`src/rtl/mcp4811_rx.sv`:
```
// Receiver model of the MCP48x1 SPI DAC: oversamples the SPI pins, decodes 16-bit
// command words, implements the LDAC latch and reports the resulting output in mV.
module mcp4811_rx #(
   parameter int DAC_DATA_W = 10
) (
   input  logic                  clk,
   input  logic                  rst_n,
   input  logic                  cs_n,
   input  logic                  sck,
   input  logic                  sdi,
   input  logic                  ld_n,
   output logic [DAC_DATA_W-1:0] dac_code,
   output logic                  gain_x2,
   output logic                  active,
   output logic [12:0]           vout_mv,
   output logic                  upd,
   output logic                  frame_err
);

   localparam int PIN_CS  = 0;
   localparam int PIN_SCK = 1;
   localparam int PIN_LD  = 2;
   localparam int PIN_SDI = 3;
   localparam logic [3:0] PIN_IDLE  = 4'b0101;
   localparam int CODE_LSB = 12 - DAC_DATA_W;
   localparam int PROD_W   = DAC_DATA_W + 13;
   localparam logic [PROD_W-1:0] VOUT_MAX = PROD_W'(4095);
   localparam logic [4:0]  FRAME_BITS = 5'd16;
   localparam logic [4:0]  CNT_MAX    = 5'd31;
   localparam logic [15:0] DONT_CARE_MASK = 16'h4000 | ((16'h1 << CODE_LSB) - 16'h1);

   logic [3:0] pin_s1_q, pin_s1_d;
   logic [3:0] pin_s2_q, pin_s2_d;
   logic [3:0] pin_s3_q, pin_s3_d;
   logic [2:0] pin_prev_q, pin_prev_d;

   logic [15:0] shift_q, shift_d;
   logic [4:0]  bit_cnt_q, bit_cnt_d;
   logic [DAC_DATA_W-1:0] in_code_q, in_code_d;
   logic in_ga_q, in_ga_d;
   logic in_shdn_q, in_shdn_d;
   logic xfer_pend_q, xfer_pend_d;

   logic [DAC_DATA_W-1:0] dac_code_q, dac_code_d;
   logic gain_x2_q, gain_x2_d;
   logic active_q, active_d;
   logic upd_q, upd_d;
   logic frame_err_q, frame_err_d;

   logic cs_lvl, cs_rise, cs_fall, sck_rise, ld_lvl, ld_fall, sdi_smp;
   logic frame_load, xfer_now;
   logic [PROD_W-1:0] prod, scaled;
   logic dont_care_unused;

   // Stage 3 is the last synchronized copy; pin_prev holds it one cycle older for edges.
   always_comb begin
      pin_s1_d   = {sdi, ld_n, sck, cs_n};
      pin_s2_d   = pin_s1_q;
      pin_s3_d   = pin_s2_q;
      pin_prev_d = pin_s3_q[2:0];
   end

   assign cs_lvl   = pin_s3_q[PIN_CS];
   assign cs_rise  =  cs_lvl & ~pin_prev_q[PIN_CS];
   assign cs_fall  = ~cs_lvl &  pin_prev_q[PIN_CS];
   assign sck_rise =  pin_s3_q[PIN_SCK] & ~pin_prev_q[PIN_SCK];
   assign ld_lvl   = pin_s3_q[PIN_LD];
   assign ld_fall  = ~ld_lvl &  pin_prev_q[PIN_LD];
   assign sdi_smp  = pin_s3_q[PIN_SDI];

   always_comb begin
      // NOTE: every variable gets a default first so no path leaves one unassigned (no latches).
      shift_d     = shift_q;
      bit_cnt_d   = bit_cnt_q;
      in_code_d   = in_code_q;
      in_ga_d     = in_ga_q;
      in_shdn_d   = in_shdn_q;
      xfer_pend_d = 1'b0;
      dac_code_d  = dac_code_q;
      gain_x2_d   = gain_x2_q;
      active_d    = active_q;
      upd_d       = 1'b0;
      frame_err_d = 1'b0;
      frame_load  = 1'b0;
      xfer_now    = 1'b0;

      if (cs_fall) bit_cnt_d = '0;
      if (sck_rise && !cs_lvl) begin
         shift_d = {shift_q[14:0], sdi_smp};
         if (bit_cnt_d != CNT_MAX) bit_cnt_d = bit_cnt_d + 5'd1;
      end

      if (cs_rise) begin
         if (bit_cnt_q != FRAME_BITS) begin
            frame_err_d = 1'b1;
         end else if (!shift_q[15]) begin
            in_code_d  = shift_q[11:CODE_LSB];
            in_ga_d    = shift_q[13];
            in_shdn_d  = shift_q[12];
            frame_load = 1'b1;
         end
      end

      // A load and an LDAC fall in the same cycle: load now, transfer next cycle, one pulse.
      if (ld_fall && cs_lvl) begin
         if (cs_rise) xfer_pend_d = 1'b1;
         else         xfer_now    = 1'b1;
      end else if (frame_load && !ld_lvl) begin
         xfer_now = 1'b1;
      end
      if (xfer_pend_q) xfer_now = 1'b1;

      if (xfer_now) begin
         dac_code_d = in_code_d;
         gain_x2_d  = ~in_ga_d;
         active_d   = in_shdn_d;
         upd_d      = 1'b1;
      end
   end

   always_ff @(posedge clk or negedge rst_n) begin
      // NOTE: every flop here is reset, including the synchronizers, so the pins start idle.
      if (!rst_n) begin
         pin_s1_q    <= PIN_IDLE;
         pin_s2_q    <= PIN_IDLE;
         pin_s3_q    <= PIN_IDLE;
         pin_prev_q  <= PIN_IDLE[2:0];
         shift_q     <= '0;
         bit_cnt_q   <= '0;
         in_code_q   <= '0;
         in_ga_q     <= 1'b1;
         in_shdn_q   <= 1'b0;
         xfer_pend_q <= 1'b0;
         dac_code_q  <= '0;
         gain_x2_q   <= 1'b0;
         active_q    <= 1'b0;
         upd_q       <= 1'b0;
         frame_err_q <= 1'b0;
      end else begin
         // NOTE: non-blocking assignments so all state updates together at the edge.
         pin_s1_q    <= pin_s1_d;
         pin_s2_q    <= pin_s2_d;
         pin_s3_q    <= pin_s3_d;
         pin_prev_q  <= pin_prev_d;
         shift_q     <= shift_d;
         bit_cnt_q   <= bit_cnt_d;
         in_code_q   <= in_code_d;
         in_ga_q     <= in_ga_d;
         in_shdn_q   <= in_shdn_d;
         xfer_pend_q <= xfer_pend_d;
         dac_code_q  <= dac_code_d;
         gain_x2_q   <= gain_x2_d;
         active_q    <= active_d;
         upd_q       <= upd_d;
         frame_err_q <= frame_err_d;
      end
   end

   // vout = code * G * 2048 / 2^W, clipped at the 4.095 V ceiling of 2x gain.
   always_comb begin
      prod   = PROD_W'(dac_code_q) << (gain_x2_q ? 12 : 11);
      scaled = prod >> DAC_DATA_W;
      if (!active_q)              vout_mv = '0;
      else if (scaled > VOUT_MAX) vout_mv = 13'd4095;
      else                        vout_mv = 13'(scaled);
   end

   assign dont_care_unused = ^(shift_q & DONT_CARE_MASK);

   assign dac_code  = dac_code_q;
   assign gain_x2   = gain_x2_q;
   assign active    = active_q;
   assign upd       = upd_q;
   assign frame_err = frame_err_q;

endmodule

```
`config.mk`:
```
export PLATFORM = sky130hd
export DESIGN_NAME = mcp4811_rx
export DESIGN_NICKNAME = d
export VERILOG_FILES = /design/src/rtl/mcp4811_rx.sv
export SDC_FILE = /design/constraint.sdc
export NUM_CORES = 1
export LEC_CHECK = 0
export ABC_AREA = 1
export BUFFER_PORTS_ARGS = -buffer_cell sky130_fd_sc_hd__buf_4
export CORE_AREA = 2 2 77 79
export DETAILED_ROUTE_END_ITERATION = 8
export DIE_AREA = 0 0 79 81
export PLACE_DENSITY_LB_ADDON = 0.3
export SETUP_SLACK_MARGIN = 0.4
export SLEW_MARGIN = 20
export SYNTH_ARGS = -nofsm -noshare
export SYNTH_HDL_FRONTEND = slang
export SYNTH_SLANG_ARGS = --single-unit
```
`constraint.sdc`:
```
create_clock -name clk -period 1.85 [get_ports clk]
set_clock_uncertainty 0.05 [all_clocks]
set_input_delay 0 -clock clk [delete_from_list [all_inputs] [get_ports clk]]
set_output_delay 0 -clock clk [all_outputs]
set_load 0.02 [all_outputs]
```
==> impl_metrics.py <==
metrics = {
    "timing": {
        "rsz0062_at_grt": "true",
        "worst_pin_slew_ns": 0.769,
        "finalMaxSlewViolations": 0,
        "whs_ns": 0.216,
        "fin_setup_tns_ns": 0,
        "fin_ws_ns": 0.263,
        "period_share_pct": 85.8,
        "slew_headroom_pct": 48.8,
        "min_period_ns": 1.59,
        "hold_violations": 0,
        "fmax_mhz": 630,
        "setup_viol": 0,
    },
    "place": {
        "place_inst": 360,
        "portBuffers": 30,
        "dp_slack_ns": 0.171,
        "gp_congestion": 0.754,
        "place_area_mm2": 0.00281,
        "dpl.hpwl_um": 2890,
    },
    "clock_network": {
        "clock-sinks": 63,
        "cts_buffers": 9,
        "clock_path_buffers": 2,
        "cts-htree-levels": 3,
        "clock-root-buffer": "clkbuf_8",
        "clkLatencyLatePin_ns": 0.34,
        "cts_tree": "built",
        "clkTransAtPathRegs_ns": 0.08,
    },
    "power": {
        "intPower_mw": 2.07,
        "powerDensity_mw_per_mm2": 867,
        "peakVddDrop_mv": 0.502,
        "seqPwrFrac_pct": 54.0,
        "power.switching_mw": 0.725,
        "switching_share_pct": 26.0,
        "p_clk_share_pct": 36.8,
        "power_frac_comb_pct": 9.2,
        "fin_total_pwr_mw": 2.79,
        "p_leak_nw": 1.57,
    },
    "worst_setup_path": {
        "path_max_fanout": 8,
        "slowest_delay_ns": 0.57,
        "cp-start-kind": "register",
        "path_buf_inv": 1,
        "crit_family": "simple AND/OR/NAND/NOR gates",
        "crit_arrival_ns": 1.77,
        "cp-end-kind": "register",
        "cp.required_ns": 2.03,
        "crit_type": "register to register",
        "slowest_stage": "dfstp_2",
        "cp_cell_sequence": "buf_4 -> nand2_4 -> nor3_4 -> nor2_4 -> nand2_8 -> nand2_4 -> nand2_1 -> nand2_1",
    },
    "detailed_routing": {
        "finalWirelength_um": 4700,
        "final_antenna_net_count": 0,
        "wl_met1_um": 2280,
        "maxUsedRoutingLayer": "met4",
        "wl_per_cell_um": 12.0,
        "dr_wl_met2_um": 2130,
        "dr.pass1.iters": 4,
        "routed_via_density": 4.65,
        "vias": 1818,
        "drt_iter0_drc": 109,
        "met3_length_um": 189,
        "drc_errors": 0,
    },
    "global_route": {
        "antenna_found_initial": 0,
        "grt_start_max_net_pins": 64,
        "grt_use_total_pct": 15.8,
        "grt-ovfl-total": 0,
        "grt_pass1_wl_um": 7560,
        "grt_pass1_vias": 1697,
    },
    "cells_and_area": {
        "utilization_pct": 56.7,
        "finalInstanceArea_mm2": 0.00322,
        "area_growth_pct": 26.3,
        "nets": 318,
        "num-fill-cells": 504,
        "antenna_cells": 0,
        "drive_above_1_share_pct": 32.6,
        "final_cell_count_no_fill": 391,
    },
    "floorplanning": {
        "initial_utilization_pct": 44.9,
        "die_x_um": 79,
        "die_y_um": 81,
        "num_io_pins": 33,
        "design.core.area_mm2": 0.00568,
        "num_rows": 28,
        "die_area_mm2": 0.00640,
    },
    "status": {
        "outcome": "finished, final reports clean",
    },
    "yosys": {
        "async_reset_ff_share_pct": 100,
        "ys.flop_type": "dfrtp_1",
        "ys_seq_elements": 63,
        "ys_seq_area_share_pct": 62.3,
        "synth_area_leaders": "dfrtp_1, nand2_1, dfstp_2, o21ai_0, nor2_1",
        "synthMostInstantiatedCell": "nand2_1",
        "synth_cells": 266,
        "ys_types": 24,
        "synthTopCellsByCount": "nand2_1, dfrtp_1, nor2_1, inv_1, o21ai_0",
        "synth.top_cell.area_share_pct": 53.0,
        "syn_area_mm2": 0.00255,
        "yosysTopAreaCell": "dfrtp_1",
        "ys_warn_count": 0,
        "synth_edf_count": 0,
        "postSynthAreaPerCell_um2": 9.58,
    },
    "flow_run": {
        "cap_violations": 0,
    },
    "hold_path": {
        "min_path_type": "input port to asynchronous set/reset pin",
    },
}
per-layer routing:
metal	GRT usage (%)	up-vias
met5	0	-
met4	9.83	0
met3	4.78	9
met2	23.1	41
met1	20.6	833
li1	-	935
registers in the layout, summed over array words and instances (netlist names), 3 cells and up:
register,count
dac_code,10
in_code_q,10
shift_q,16
pin_prev_q,3
pin_s2_q,4
pin_s1_q,4
bit_cnt_q,5
pin_s3_q,4
power by group through the flow:
stage | clock [mW] | sequential [mW] | combinational (mW)
2_1_floorplan | 0 | 1.52 | 0.147
3_5_place_dp | 0 | 1.53 | 0.212
3_3_place_gp | 0 | 1.52 | 0.210
6_report | 1.03 | 1.51 | 0.258
5_1_grt | 1.12 | 1.52 | 0.294
4_1_cts | 1.05 | 1.50 | 0.234
logic make-up (layout without fill, tap and decap cells):
| family | after synthesis | in the layout | share of synthesized area [%] |
|---|---|---|---|
| AND/OR/NAND/NOR | 124 | 127 | 21.0 |
| flip-flops | 63 | 63 | 62.3 |
| buffers and inverters | 38 | 84 | 7.02 |
| AO/OA/AOI/OAI | 37 | 37 | 8.30 |
| XOR/XNOR | 2 | 2 | 0.688 |
| adder cells (fa/ha/maj) | 1 | 1 | 0.491 |
| other | 1 | 2 | 0.147 |
layout by cell type, fill, tap and decap left out, drive strengths merged, types with 2 or more instances in the layout:
cell type	count
buf	38
clkbuf	12
clkinv	3
conb	2
dfrtp	54
dfstp	9
dlygate4sd3	5
inv	25
nand2	77
nand3	17
nand4	2
nor2	27
nor3	3
o21ai	36
layout make-up:
type	instances	area, um2	share of cell area, %
inverter	25	96.3	2.99
multi-input combinational	169	917	28.5
clock buffer	12	145	4.51
sequential	63	1590	49.5
tap	75	93.8	2.92
clock inverter	4	22.5	0.700
timing repair buffer	43	352	10.9
worst register-to-register path, stage by stage, from the launching register on:
cell and delay, ns:
dfstp_2 0.57, buf_4 0.13, nand2_4 0.06, nor3_4 0.24, nor2_4 0.09, nand2_8 0.12
nand2_4 0.09, nand2_1 0.09, nand2_1 0.04
path summary, 6_finish.rpt:
kind	start	to	slack [ns]	depth (start not counted)
worst max-delay path	pin_s3_q[0]	dac_code[9]	0.26	8
worst min-delay path	rst_n	dac_code[7]	0.22	2
worst max register to register	pin_s3_q[0]	dac_code[9]	0.26	8
worst min register to register	pin_s1_q[1]	pin_s2_q[1]	0.30	0
max in group asynchronous	rst_n	gain_x2	0.97	2
min in group clk	ld_n	pin_s1_q[2]	0.26	2
repair_timing:
item                       in CTS  in global routing
hold buffers                    5                  0
setup buffers                   2                  5
hold endpoints to repair       58                  0
cloned                          1                  2
pin swaps                       3                  6
setup endpoints to repair      31                 44
resized for setup              11                 23
Power figures use the tool's default switching activity.
